--- src/rtl/cpu_pkg.sv ---
// Shared constants and types for the fetch/PC stage and its neighbours.
package cpu_pkg;

    localparam int INST_W = 16;
    localparam int OFF_W  = 6;

    localparam logic [2:0] BS_Z    = 3'b000;
    localparam logic [2:0] BS_NZ   = 3'b001;
    localparam logic [2:0] BS_NN   = 3'b010;
    localparam logic [2:0] BS_N    = 3'b011;
    localparam logic [2:0] BS_NONE = 3'b100;

    localparam logic [INST_W-1:0] NOP = 16'h0000;

    typedef enum logic [1:0] {
        StFetch  = 2'b00,
        StExec   = 2'b01,
        StHalted = 2'b10
    } fetch_state_e;

endpackage

--- src/rtl/next_pc_logic.sv ---
// Combinational branch decision and next-PC computation for one executed instruction.
module next_pc_logic
    import cpu_pkg::*;
#(
    parameter int unsigned PC_W = 8
) (
    input  logic [PC_W-1:0]  pc,
    input  logic [2:0]       bs,
    input  logic [OFF_W-1:0] off,
    input  logic             z,
    input  logic             n,
    output logic [PC_W-1:0]  next_pc,
    output logic             taken
);

    logic [PC_W-1:0] off_ext;

    always_comb begin
        taken = 1'b0;
        case (bs)
            BS_Z:    taken = z;
            BS_NZ:   taken = ~z;
            BS_NN:   taken = ~n;
            BS_N:    taken = n;
            default: taken = 1'b0;
        endcase
    end

    assign off_ext = PC_W'($signed(off));
    // Relative to the following word; wraps modulo 2^PC_W.
    assign next_pc = pc + PC_W'(1) + (taken ? off_ext : '0);

endmodule

--- src/rtl/fetch_pc_unit.sv ---
// Fetch / program-counter stage: FETCH -> EXEC -> FETCH, with a HALTED park state.
// Optional INSTRET_COUNT_EN adds a retired-instruction counter output.
module fetch_pc_unit
    import cpu_pkg::*;
#(
    parameter int unsigned PC_W     = 8,
    parameter int unsigned RESET_PC = 0
) (
    input  logic              clk,
    input  logic              rst,
    output logic              imem_req,
    output logic [PC_W-1:0]   imem_addr,
    input  logic [INST_W-1:0] imem_rdata,
    input  logic              imem_valid,
    output logic [INST_W-1:0] inst,
    output logic              inst_valid,
    output logic [PC_W-1:0]   pc,
    input  logic [2:0]        bs,
    input  logic [OFF_W-1:0]  off,
    input  logic              halt,
    input  logic              z,
    input  logic              n,
    input  logic              resume,
    output logic              halted
`ifdef INSTRET_COUNT_EN
    ,
    output logic [15:0]       instret
`endif
);

    fetch_state_e      state_q, state_d;
    logic [PC_W-1:0]   pc_q, pc_d;
    logic [INST_W-1:0] inst_q, inst_d;
    logic [PC_W-1:0]   branch_pc;
    logic              branch_taken;

    next_pc_logic #(
        .PC_W(PC_W)
    ) u_next_pc (
        .pc     (pc_q),
        .bs     (bs),
        .off    (off),
        .z      (z),
        .n      (n),
        .next_pc(branch_pc),
        .taken  (branch_taken)
    );

    always_comb begin
        state_d = state_q;
        pc_d    = pc_q;
        inst_d  = inst_q;
        case (state_q)
            StFetch: begin
                if (imem_valid) begin
                    inst_d  = imem_rdata;
                    state_d = StExec;
                end
            end
            StExec: begin
                // Halt leaves PC on the halt word; the branch result is discarded.
                if (halt) begin
                    state_d = StHalted;
                end else begin
                    pc_d    = branch_pc;
                    state_d = StFetch;
                end
            end
            StHalted: begin
                if (resume) begin
                    pc_d    = pc_q + PC_W'(1);
                    state_d = StFetch;
                end
            end
            default: state_d = StFetch;
        endcase
    end

    always_ff @(posedge clk) begin
        if (rst) begin
            state_q <= StFetch;
            pc_q    <= PC_W'(RESET_PC);
            inst_q  <= NOP;
        end else begin
            state_q <= state_d;
            pc_q    <= pc_d;
            inst_q  <= inst_d;
        end
    end

`ifdef INSTRET_COUNT_EN
    logic [15:0] instret_q;

    always_ff @(posedge clk) begin
        if (rst) begin
            instret_q <= '0;
        end else if (state_q == StExec) begin
            instret_q <= instret_q + 16'd1;
        end
    end

    assign instret = instret_q;
`endif

    assign imem_req   = (state_q == StFetch) && !rst;
    assign imem_addr  = pc_q;
    assign pc         = pc_q;
    assign inst       = inst_q;
    assign inst_valid = (state_q == StExec);
    assign halted     = (state_q == StHalted);

endmodule

--- config.mk ---
export PLATFORM = sky130hd
export DESIGN_NAME = fetch_pc_unit
export DESIGN_NICKNAME = d
export VERILOG_FILES = /design/src/rtl/cpu_pkg.sv /design/src/rtl/next_pc_logic.sv /design/src/rtl/fetch_pc_unit.sv
export SDC_FILE = /design/constraint.sdc
export NUM_CORES = 1
export LEC_CHECK = 0
export ABC_AREA = 1
export BUFFER_PORTS_ARGS = -buffer_cell sky130_fd_sc_hd__buf_2
export CAP_MARGIN = 15
export CELL_PAD_IN_SITES_DETAIL_PLACEMENT = 1
export CELL_PAD_IN_SITES_GLOBAL_PLACEMENT = 1
export CORE_ASPECT_RATIO = 2
export CORE_MARGIN = 3
export CORE_UTILIZATION = 29
export CTS_CLUSTER_DIAMETER = 120
export DETAILED_ROUTE_END_ITERATION = 7
export PLACE_DENSITY_LB_ADDON = 0.1
export SYNTH_ARGS = -nofsm -noshare
export SYNTH_HDL_FRONTEND = slang
export SYNTH_SLANG_ARGS = --single-unit
--- constraint.sdc ---
create_clock -name clk -period 2 [get_ports clk]
set_clock_uncertainty 0.1 [all_clocks]
set_input_delay 0.3 -clock clk [delete_from_list [all_inputs] [get_ports clk]]
set_output_delay 0.3 -clock clk [all_outputs]
set_load 0.02 [all_outputs]
After elaboration in Yosys (flattened, before gate mapping)

Index checks and enable logic that the tools add are counted.

Flip-flop bits (word level): 26
Word-level logic and storage cells: 32
Input bits: 32

$add $sub $neg: 2
Bitwise gates (word level): 2
Muxes and demuxes: 9
Reductions and logical operators: 8
Equal/unequal tests: 8

Operators by type and width:

| cell                  | number |
|---|---|
| $mux W8               | 3 |
| $pmux W8 S2           | 1 |
| $add A8 B1 Y8 const B | 1 |
| $add A8 B8 Y8         | 1 |
| $eq A3 B2 Y1 const B  | 2 |
| $mux W2               | 3 |
| $ne A2 B2 Y1 const B  | 3 |
| $pmux W2 S3           | 1 |
| $pmux W1 S4           | 1 |
| $reduce_and A2 Y1     | 2 |
| $eq A3 B1 Y1 const B  | 1 |
| $logic_not A3 Y1      | 1 |
| $reduce_and A3 Y1     | 1 |
| $eq A2 B1 Y1 const B  | 1 |
| $eq A2 B2 Y1 const B  | 1 |
| $logic_not A2 Y1      | 1 |
| $not A1 Y1            | 2 |
| $reduce_bool A2 Y1    | 1 |
| $logic_and A1 B1 Y1   | 1 |
| $logic_not A1 Y1      | 1 |

Longest topological paths before layout

Word-level depth: 6
Mapped depth: 18
Gate-level depth less buffers: 18

Hierarchy

From an unflattened synthesis, not the netlist that was laid out.

Cells, all modules: 248
Area total of the unflattened synthesis: 1,624.1 um^2

Modules (own cells, without submodules):

| module        | instances | area an instance (um^2) | cells an instance | seq. area each (um^2) |
|---|---|---|---|---|
| fetch_pc_unit | 1         | 1,194.9                 | 176               | 520.5 |
| next_pc_logic | 1         | 429.2                   | 72                | 0.0 |

Worst setup path before layout

No wires, ideal clock.

Kind: register to register
From: reg pc_q[0], in the netlist imem_addr[0]
To: reg pc_q[7], in the netlist imem_addr[7]
Path slack: -365 ps
Arrival: 2,156 ps
Data required time: 1,791 ps
Setup time: 109 ps
Path buffers: 0
Stages on the path, launching flop included: 14
Cells stage by stage: dfxtp_1 -> ha_1 -> nand3_2 -> xnor2_1 -> ha_1 -> nand2_1 -> o211ai_1 -> nand3_2 -> nand3_1 -> nand3_1 -> nand2_1 -> nand3_1 -> nand2_1 -> inv_1

Word-level cells in the longest chain between the ends: 4
Elaborated cells on any way between the ends: 5
Those cells by class: add/sub: 2; mux: 3

RTL lines:

| what                   | RTL line                                 | text |
|---|---|---|
| start, declared        | fetch_pc_unit.sv:32                      | `logic [PC_W-1:0] pc_q, pc_d;` |
| start signal, assigned | fetch_pc_unit.sv:82                      | `pc_q <= PC_W'(RESET_PC);` |
| start signal, assigned | fetch_pc_unit.sv:86                      | `pc_q <= pc_d;` |
| $add A8 B1 Y8 (*)      | next_pc_logic.sv:31, fetch_pc_unit.sv:71 |  |
| $add A8 B8 Y8          | next_pc_logic.sv:31                      | `assign next_pc = pc + PC_W'(1) + (taken ? off_ext : '0);` |
| $mux W8                | fetch_pc_unit.sv:62                      | `if (halt) begin` |
| $pmux W8 S2 (*)        | fetch_pc_unit.sv:53                      | `case (state_q)` |

Mark *: on every way between the ends. The rest lies on a longest branch, timed or not. The select of a mux whose other input is x is not followed.
A chain may end at the register's enable or synchronous reset.

Worst setup path after layout

From: reg pc_q[1], in the netlist imem_addr[1]
To: reg pc_q[7], in the netlist imem_addr[7]

Same word-level chain as after synthesis.

==> impl_metrics.yaml <==
run_status:
  run_status: "complete, but fails checks"
  violations: "setup timing"
critical_path:
  worstPathRequired_ns: 2.08
  critical_path_peak_fanout: 4
  critical_path.cell_chain: "ha_4 -> nand3_4 -> xnor2_4 -> ha_4 -> nand2_4 -> inv_2 -> nand4_1 -> o211ai_1 -> nand3_2 -> nand2_2 -> nand2_2 -> nand4_1 -> nand3_1 -> nand2_1 -> inv_1"
  endpoint_kind: "flip-flop"
  cpLargestDelayFamily: "simple AND/OR/NAND/NOR gates"
  timing.critical_path.slowest_stage_cell: "sky130_fd_sc_hd__dfxtp_4"
  critical_path_arrival_ns: 2.26
  slowest_delay_ns: 0.39
  worstSetupStartpointType: "flip-flop"
  timing.setup.critical_path_class: "flip-flop to flip-flop"
  path_buf_inv: 2
routing:
  routedWlPerCell_um: 12.7
  detailedRoute.firstIterationViolations: 60
  total_iterations_of_the_first_detailed_routing_run: 5
  drt_wl_total_um: 4900
  total_vias_in_the_final_route: 1807
  route.detailed.drc: 0
  detail-route-antenna-nets: 0
  post_drt_via_cell_ratio: 4.68
min_path:
  hold_path_class: "input port to flip-flop"
place:
  hpwl_um: 3980
  pre_cts_ws_ns: -0.367
  post-place-cells: 373
  place.gp.congestion: 0.750
  port_buffers: 66
logic_synthesis:
  synth_ff_type: "sky130_fd_sc_hd__dfxtp_1"
  postSynthCellCount: 233
  mappedNetlistNets: 273
  ys_ff_latch: 26
  edff_count_synth: 0
  synth-warning-count: 0
  mappedNetlistArea_sq_um: 1630
  ys_async_sr_fraction_pct: 0
  synth.lib_cells_used.distinct: 31
  postSynthAreaPerCell_sq_um: 7.01
  synth-seq-area-share_pct: 31.9
floorplanning:
  floorplan_die_width_um: 59.1
  core_region_area_sq_um: 5420
  row_count: 38
  top_level_ports: 67
  vertical_die_dimension_um: 112
  floorplan.die_area_sq_um: 6620
  floorplan.initialDensity_pct: 30.1
global_routing:
  grt_max_degree: 18
  grt_remaining_overflow: 0
  wire_length_of_the_first_global_routing_pass_um: 8640
  grtUsageTotal_pct: 16.1
  antenna_found_initial: 0
  via_count_of_the_first_global_routing_pass: 1946
sta:
  finalCritPeriodShare_pct: 109
  setup_slack_ns: -0.179
  drv_slew: 0
  grt_setup_unrepaired: "yes"
  finalSetupViolCount: 3
  achievable_clock_frequency_mhz: 459
  slew_headroom_pct: 66.3
  min_period_ns: 2.18
  tightest_pin_transition_ns: 0.506
  timing_hold_violations_final: 0
clocking:
  cts.path.max_buffers: 2
  cts_tree: "built"
  clock_latency_ns: 0.27
  cts_root_buffer: "sky130_fd_sc_hd__clkbuf_8"
  cts-htree-levels: 1
  cts.sinks: 26
  cts-buffers-inserted: 3
  worst_setup_hold_path_clk_slew_ns: 0.09
  cts_hold_buf: 0
run:
  drv_cap: 0
finish:
  layout.cells.non_filler: 386
  fill_cell_instance_count_of_the_final_layout: 705
  area_growth_syn_to_layout_pct: 53.7
  fin_nets: 367
  antennaDiodeCount: 0
  post_route_cells_drive_above_1_share_pct: 46.9
power:
  vdd.ir_drop.worst_uv: 475
  p_leak_nw: 1.28
  power.density_nw_per_um2: 582
==> synth_stat cells, types with 3 or more instances <==
cell                       count  area (sq um)
sky130_fd_sc_hd__nand2_2       4          25.0
sky130_fd_sc_hd__a21oi_1      11          55.1
sky130_fd_sc_hd__nand3_1       8          40.0
sky130_fd_sc_hd__inv_1        27           101
sky130_fd_sc_hd__clkbuf_1      4          15.0
sky130_fd_sc_hd__a31oi_1       5          31.3
sky130_fd_sc_hd__dfxtp_1      26           521
sky130_fd_sc_hd__ha_1          7          87.6
sky130_fd_sc_hd__nor2_1       42           158
sky130_fd_sc_hd__nand3_2       3          30.0
sky130_fd_sc_hd__buf_4         8          60.1
sky130_fd_sc_hd__xnor2_1       3          26.3
sky130_fd_sc_hd__nand2_1      36           135
sky130_fd_sc_hd__nor2_2        4          25.0
sky130_fd_sc_hd__o21ai_0      25           125
sky130_fd_sc_hd__xor2_1        3          26.3
==> placed cells by master, fill, tap and decap left out <==
cell type,Yosys,routed
sky130_fd_sc_hd__buf_4,8,36
sky130_fd_sc_hd__xnor2_1,3,2
sky130_fd_sc_hd__nand2_4,0,1
sky130_fd_sc_hd__nand2_1,36,33
sky130_fd_sc_hd__o21ai_0,25,24
sky130_fd_sc_hd__nand3_4,1,3
sky130_fd_sc_hd__xnor2_4,1,2
sky130_fd_sc_hd__nor2_1,42,40
sky130_fd_sc_hd__clkbuf_8,1,3
sky130_fd_sc_hd__nand3_2,3,5
sky130_fd_sc_hd__bufinv_16,0,1
sky130_fd_sc_hd__buf_2,0,64
sky130_fd_sc_hd__nor3_1,1,1
sky130_fd_sc_hd__a21oi_2,0,2
sky130_fd_sc_hd__o21ai_1,1,2
sky130_fd_sc_hd__nand4_2,1,1
sky130_fd_sc_hd__buf_6,0,3
sky130_fd_sc_hd__dfxtp_4,0,3
sky130_fd_sc_hd__dfxtp_2,0,1
sky130_fd_sc_hd__nand2_2,4,6
sky130_fd_sc_hd__a31oi_1,5,5
sky130_fd_sc_hd__xor2_4,0,2
sky130_fd_sc_hd__fa_2,0,1
sky130_fd_sc_hd__dfxtp_1,26,22
sky130_fd_sc_hd__nand3_1,8,4
sky130_fd_sc_hd__xor2_1,3,1
sky130_fd_sc_hd__nand3b_1,1,1
sky130_fd_sc_hd__nor2_4,1,2
sky130_fd_sc_hd__nand4_1,2,2
sky130_fd_sc_hd__or2_2,2,2
sky130_fd_sc_hd__o21bai_2,1,1
sky130_fd_sc_hd__inv_2,1,4
sky130_fd_sc_hd__inv_1,27,24
sky130_fd_sc_hd__ha_1,7,2
sky130_fd_sc_hd__nor2_2,4,5
sky130_fd_sc_hd__a21oi_1,11,9
sky130_fd_sc_hd__o211ai_1,1,1
sky130_fd_sc_hd__ha_4,0,5
==> what timing repair did <==
| action | CTS | global route |
|---|---|---|
| gates resized for setup | 13 | 16 |
| setup buffers | 7 | 2 |
| endpoints found under the setup margin | 4 | 6 |
| pin swaps | 18 | 12 |
==> per-stage QoR <==
step           utilization, %  setup TNS [ns]  area, sq um  hold slack, ns  total power, W
2_1_floorplan               -          -0.141         1690           0.269        0.000843
3_3_place_gp             40.8           -1.04         2210           0.359        0.000986
3_5_place_dp             40.8           -1.36         2210           0.369        0.000993
4_1_cts                  44.4          -0.575         2400           0.148         0.00146
5_1_grt                  46.3           -1.02         2510           0.173         0.00155
6_report                 46.3          -0.409         2510           0.150         0.00146
==> metal layers <==
| layer | global-route usage, % | up-vias | share of wire, % |
|---|---|---|---|
| met2 | 33.0 | 42 | 60 |
| li1 | - | 923 | - |
| met4 | 4.08 | 0 | 1.2 |
| met3 | 0.575 | 4 | 4.0 |
| met1 | 16.6 | 838 | 34 |
| met5 | 0 | - | 0 |
==> worst paths after layout <==
check / end / slack, ns / cells after the start / startpoint
min: imem_addr[5]$_SDFFE_PP0P_ / 0.15 / 2 / rst
max reg2reg: imem_addr[7]$_SDFFE_PP0P_ / -0.18 / 15 / imem_addr[1]$_SDFFE_PP0P_
max: imem_addr[7]$_SDFFE_PP0P_ / -0.18 / 15 / imem_addr[1]$_SDFFE_PP0P_
min reg2reg: inst[9]$_SDFFE_PP0P_ / 0.38 / 2 / inst[9]$_SDFFE_PP0P_
==> state kept, by name, summed over array words and instances, names as in the netlist <==
register / flops
imem_addr: 8
inst: 16
state_q: 2
==> power by group <==
| part | internal (W) | total (W) | switching, W |
|---|---|---|---|
| logic | 0.000191 | 0.000434 | 0.000243 |
| registers | 0.000556 | 0.000587 | 0.0000310 |
| clock network | 0.000268 | 0.000441 | 0.000173 |
==> logic make-up (layout without fill, tap and decap cells) <==
logic type / after synthesis / in the layout / share of synthesized area, %
XOR/XNOR: 7 / 7 / 4.91
buffers and inverters: 42 / 135 / 12.1
AO/OA/AOI/OAI: 44 / 44 / 14.4
flip-flops: 26 / 26 / 31.9
AND/OR/NAND/NOR: 106 / 106 / 30.1
adder cells (fa/ha/maj): 8 / 8 / 6.59
==> layout make-up <==
cell class / count / area, sq um / area share [%]
sequential: 26 / 533 / 21.2
multi-input combinational: 165 / 1100 / 43.9
inverter: 28 / 105 / 4.19
timing repair buffer: 103 / 624 / 24.9
clock buffer: 3 / 41.3 / 1.65
clock inverter: 1 / 30.0 / 1.20
tap: 60 / 75.1 / 2.99
(Power assumes the default switching activity.)
